<file path="config.mk">
export PLATFORM = sky130hd
export DESIGN_NAME = message_schedule
export DESIGN_NICKNAME = d
export VERILOG_FILES = /design/src/rtl/message_schedule.sv
export SDC_FILE = /design/constraint.sdc
export NUM_CORES = 2
export LEC_CHECK = 0
export CAP_MARGIN = 40
export CORE_MARGIN = 2
export CORE_UTILIZATION = 54
export CTS_CLUSTER_DIAMETER = 40
export DETAILED_ROUTE_END_ITERATION = 16
export PLACE_DENSITY_LB_ADDON = 0.1
export REMOVE_ABC_BUFFERS = 1
export SLEW_MARGIN = 20
export SYNTH_ARGS = -nofsm -noshare
export SYNTH_HDL_FRONTEND = slang
export SYNTH_SLANG_ARGS = --single-unit
</file>
<file path="constraint.sdc">
create_clock -name clock -period 22.3 [get_ports clock]
set_clock_uncertainty 0.1 [all_clocks]
set_input_delay 5.575 -clock clock [delete_from_list [all_inputs] [get_ports clock]]
set_output_delay 5.575 -clock clock [all_outputs]
set_load 0.05 [all_outputs]
</file>
<file path="src/rtl/message_schedule.sv">
// SHA-256 message schedule: expands one 512-bit block into W[t] and pairs it
// with the round constant K[t], issuing one (W, K) pair per clock.
module message_schedule #(
  parameter int WK_LENGTH = 64
) (
  input  logic         clock,
  input  logic         reset,
  input  logic         load,
  input  logic [511:0] message_block,
  output logic [31:0]  cur_w,
  output logic [31:0]  cur_k,
  output logic         wk_valid,
  output logic [5:0]   wk_index,
  output logic         wk_index_complete,
  output logic         busy
);

  typedef enum logic [1:0] {IDLE, RUN, DONE} state_t;

  localparam logic [31:0] K_ROM [64] = '{
    32'h428a2f98, 32'h71374491, 32'hb5c0fbcf, 32'he9b5dba5, 32'h3956c25b, 32'h59f111f1, 32'h923f82a4, 32'hab1c5ed5,
    32'hd807aa98, 32'h12835b01, 32'h243185be, 32'h550c7dc3, 32'h72be5d74, 32'h80deb1fe, 32'h9bdc06a7, 32'hc19bf174,
    32'he49b69c1, 32'hefbe4786, 32'h0fc19dc6, 32'h240ca1cc, 32'h2de92c6f, 32'h4a7484aa, 32'h5cb0a9dc, 32'h76f988da,
    32'h983e5152, 32'ha831c66d, 32'hb00327c8, 32'hbf597fc7, 32'hc6e00bf3, 32'hd5a79147, 32'h06ca6351, 32'h14292967,
    32'h27b70a85, 32'h2e1b2138, 32'h4d2c6dfc, 32'h53380d13, 32'h650a7354, 32'h766a0abb, 32'h81c2c92e, 32'h92722c85,
    32'ha2bfe8a1, 32'ha81a664b, 32'hc24b8b70, 32'hc76c51a3, 32'hd192e819, 32'hd6990624, 32'hf40e3585, 32'h106aa070,
    32'h19a4c116, 32'h1e376c08, 32'h2748774c, 32'h34b0bcb5, 32'h391c0cb3, 32'h4ed8aa4a, 32'h5b9cca4f, 32'h682e6ff3,
    32'h748f82ee, 32'h78a5636f, 32'h84c87814, 32'h8cc70208, 32'h90befffa, 32'ha4506ceb, 32'hbef9a3f7, 32'hc67178f2
  };

  localparam logic [5:0] LAST_IDX = 6'(WK_LENGTH - 1);

  function automatic logic [31:0] sig0(input logic [31:0] x);
    return {x[6:0], x[31:7]} ^ {x[17:0], x[31:18]} ^ (x >> 3);
  endfunction

  function automatic logic [31:0] sig1(input logic [31:0] x);
    return {x[16:0], x[31:17]} ^ {x[18:0], x[31:19]} ^ (x >> 10);
  endfunction

  state_t             state_q, state_d;
  logic [15:0][31:0]  win_q, win_d;
  logic [5:0]         idx_q, idx_d;
  logic               cmpl_q, cmpl_d;

  always_ff @(posedge clock or posedge reset) begin
    if (reset) begin
      state_q <= IDLE;
      win_q   <= '0;
      idx_q   <= '0;
      cmpl_q  <= 1'b0;
    end else begin
      state_q <= state_d;
      win_q   <= win_d;
      idx_q   <= idx_d;
      cmpl_q  <= cmpl_d;
    end
  end

  always_comb begin
    state_d = state_q;
    win_d   = win_q;
    idx_d   = idx_q;
    cmpl_d  = cmpl_q;
    case (state_q)
      RUN: begin
        for (int i = 0; i < 15; i++) win_d[i] = win_q[i+1];
        win_d[15] = sig1(win_q[14]) + win_q[9] + sig0(win_q[1]) + win_q[0];
        // Index freezes on the last pair so wk_index keeps showing it in DONE.
        if (idx_q == LAST_IDX) begin
          state_d = DONE;
          cmpl_d  = 1'b1;
        end else begin
          idx_d = idx_q + 6'd1;
        end
      end
      default: begin
        if (load) begin
          for (int i = 0; i < 16; i++) win_d[i] = message_block[511 - 32*i -: 32];
          idx_d   = '0;
          cmpl_d  = 1'b0;
          state_d = RUN;
        end
      end
    endcase
  end

  assign busy              = (state_q == RUN);
  assign wk_valid          = busy;
  assign cur_w             = busy ? win_q[0] : 32'h0;
  assign cur_k             = busy ? K_ROM[idx_q] : 32'h0;
  assign wk_index          = idx_q;
  assign wk_index_complete = cmpl_q;

endmodule

</file>
==> run_results.csv <==
group,metric,value,unit
outcome,status,"finished, final reports clean",
cts,numCtsBuffers,81,
drt,dr_total_vias,28010,
die,initial_utilization,54.5,%
yosys,ys_ff_latch,520,
cts,clk_pin_slew_worst_paths,50,ps
grt,antenna_found_initial,42,
timing,tns,0,ps
min_path,hold_depth,2,
setup_path,cp_slowest_cell,"clkdlybuf4s50_1",
finish,area_delta_synth_final,29.7,%
timing,fmax,94.5,MHz
place,place.gp.congestion,0.975,
die,die_area,60000,sq um
setup_path,r2r_cells,13,
setup_path,crit_fanout,35,
timing,rsz0062_at_grt,"no",
finish,final_nets,4502,
finish,layout_common_cells,"599 x nand2_1, 586 x clkdlybuf4s50_1, 584 x o21ai_0",
cts,cts_tree,"built",
grt,grt_pass1_vias,28376,
cts,cts_buffer_depth,3,
die,ios,588,
drt,antenna_left,0,
die,rows,88,
timing,hold_viol,0,
yosys,avgSynthCellArea,9.04,sq um
drt,viasPerCell,5.91,
drt,wl_per_cell,24.0,microns
min_path,hp-class,"reg -> reg",
cts,cts_hold_buf,0,
drt,drc,0,
yosys,synthFlopType,"dfrtp_1",
setup_path,crit_top_cell,"nor2_1",
yosys,ys_types,65,
place,portBuffers,587,
cts,clkSinkCount,520,
setup_path,start_kind,"flip-flop",
die,die_h,245,microns
yosys,syn-instance-count,3470,
timing,slew_violations,0,
cts,cts_resized,0,
cts,cts_max_level,3,
drt,drt_iter0_drc,2516,
yosys,postSynth.asyncResetShare,100,%
die,die_x,245,microns
cts,cts-root-buf,"clkbuf_16",
finish,final_common_cell,"nand2_1",
die,fp.coreArea,57600,sq um
job,maxCapViolCount,0,
drt,drt_wl_total,114000,microns
yosys,yosys_warnings,0,
timing,setup_viol,0,
timing,worst_slack,11720,ps
setup_path,crit_arrival,4910,ps
place,hpwl,81900,microns
timing,slew_headroom,24.9,%
place,dp_slack,12450,ps
yosys,synth-edff-count,0,
grt,grt-ovfl-total,0,
cts,cts_setup_buffers,0,
setup_path,crit_required,16620,ps
timing,fin_crit,10580,ps
setup_path,crit_path_max_incr_delay,810,ps
grt,grt_util_all_layers,37.2,%
grt,grt_max_degree,318,
setup_path,worstSetupPathType,"reg -> out",
grt,grt_pass1_wl,171000,microns
drt,dr.pass1.iters,6,
setup_path,cp-end-kind,"primary output",
timing,fin_crit_sh,47.4,%
finish,drive_gt1_share,5.38,%
cts,clk_latency,630,ps
timing,worstMarginPinSlew,1130,ps
yosys,syn-cell-area,31400,sq um
yosys,ys_seq_area_share,41.5,%
setup_path,crit_chain,"buf_4 -> inv_1 -> ha_1 -> nor2_1 -> nor2_1 -> o22a_1 -> mux4_2 -> nor2_1 -> clkdlybuf4s50_1",
flip-flops by register name (all words and copies together), names as in the netlist:
register,flops
win_q,512
wk_index,6
state_q,2
cell families after synthesis:
family	synth area share, %
compound gates	15.8
simple gates	11.3
flops	41.5
mux	16.4
buf+inv	5.37
xor+xnor	3.74
fa+ha+maj	5.91
routing by layer:
layer / GRT usage, % / wire, microns / vias to the layer above
met4: 19.3 / 5910 / 26
met5: 0 / 173 / -
met2: 58.6 / 52900 / 1179
met1: 47.2 / 44400 / 13731
li1: - / - / 12765
met3: 9.98 / 10200 / 309
path summary, 6_finish.rpt:
check / start / end / slack (ps)
max: wk_index[0] / cur_k[13] / 11720
min: win_q[265] / win_q[233] / 360
max reg2reg: win_q[474] / win_q[504] / 17410
min reg2reg: win_q[265] / win_q[233] / 360
max in group asynchronous: reset / win_q[495] / 14320
min in group asynchronous: reset / win_q[176] / 5250
through the flow:
stage	cell area, sq um	std cells	utilization (%)	hold slack [ps]
final	40700	4739	70.6	360
after global routing	40600	4729	70.6	396
after CTS	40500	4702	70.3	361
after detailed placement	37500	4555	65.2	361
after global placement	37300	4547	64.8	352
after floorplan	30200	3168	-	342
critical path, delay by kind of cell, from the launching register on:
family / cells / cell delay, ps
AND/OR/NAND/NOR: 3 / 990
adder cells (fa/ha/maj): 1 / 690
multiplexers: 1 / 470
AO/OA/AOI/OAI: 1 / 200
flip-flops: 1 / 310
buffers and inverters: 3 / 1580
synth_stat cells, types with 4 or more instances:
cell	count	area [sq um]
or2_2	5	31.3
o31ai_1	14	105
a221oi_1	4	35.0
o311ai_0	6	52.6
o221ai_1	7	61.3
a2111oi_0	5	43.8
nor4_1	4	25.0
o21ai_0	584	2920
a21o_1	14	105
ha_1	49	613
nor3_1	28	140
xnor2_1	85	744
a211oi_1	41	308
a31oi_1	22	138
a21oi_1	113	566
inv_1	142	533
fa_1	62	1240
mux2_2	8	90.1
a21boi_0	6	45.0
nand2_1	600	2250
o211ai_1	12	90.1
o22ai_1	5	31.3
nor2b_1	20	125
nand2b_1	12	75.1
and2_1	9	56.3
mux2i_1	501	5010
a311oi_1	10	87.6
nor2_1	134	503
buf_1	32	120
dfrtp_1	520	13000
xor2_1	49	429
or3_1	6	37.5
o21a_1	4	30.0
a2111o_1	5	56.3
nand4_1	5	31.3
nand3_1	32	160
clkbuf_1	267	1000
area by class of cell:
type                            instances  area, sq um
Sequential cell                       520        13000
Timing Repair Buffer                  625         6420
Clock buffer                           94         2180
Inverter                              143          552
Clock inverter                         53          791
Tap cell                              765          957
Multi-Input combinational cell       2505        16700
Antenna cell                           34         85.1
Fill cell                            4234        16900
Power is not shown: default switching activity piles up to over one toggle a cycle in this logic, so the estimate is an artifact.
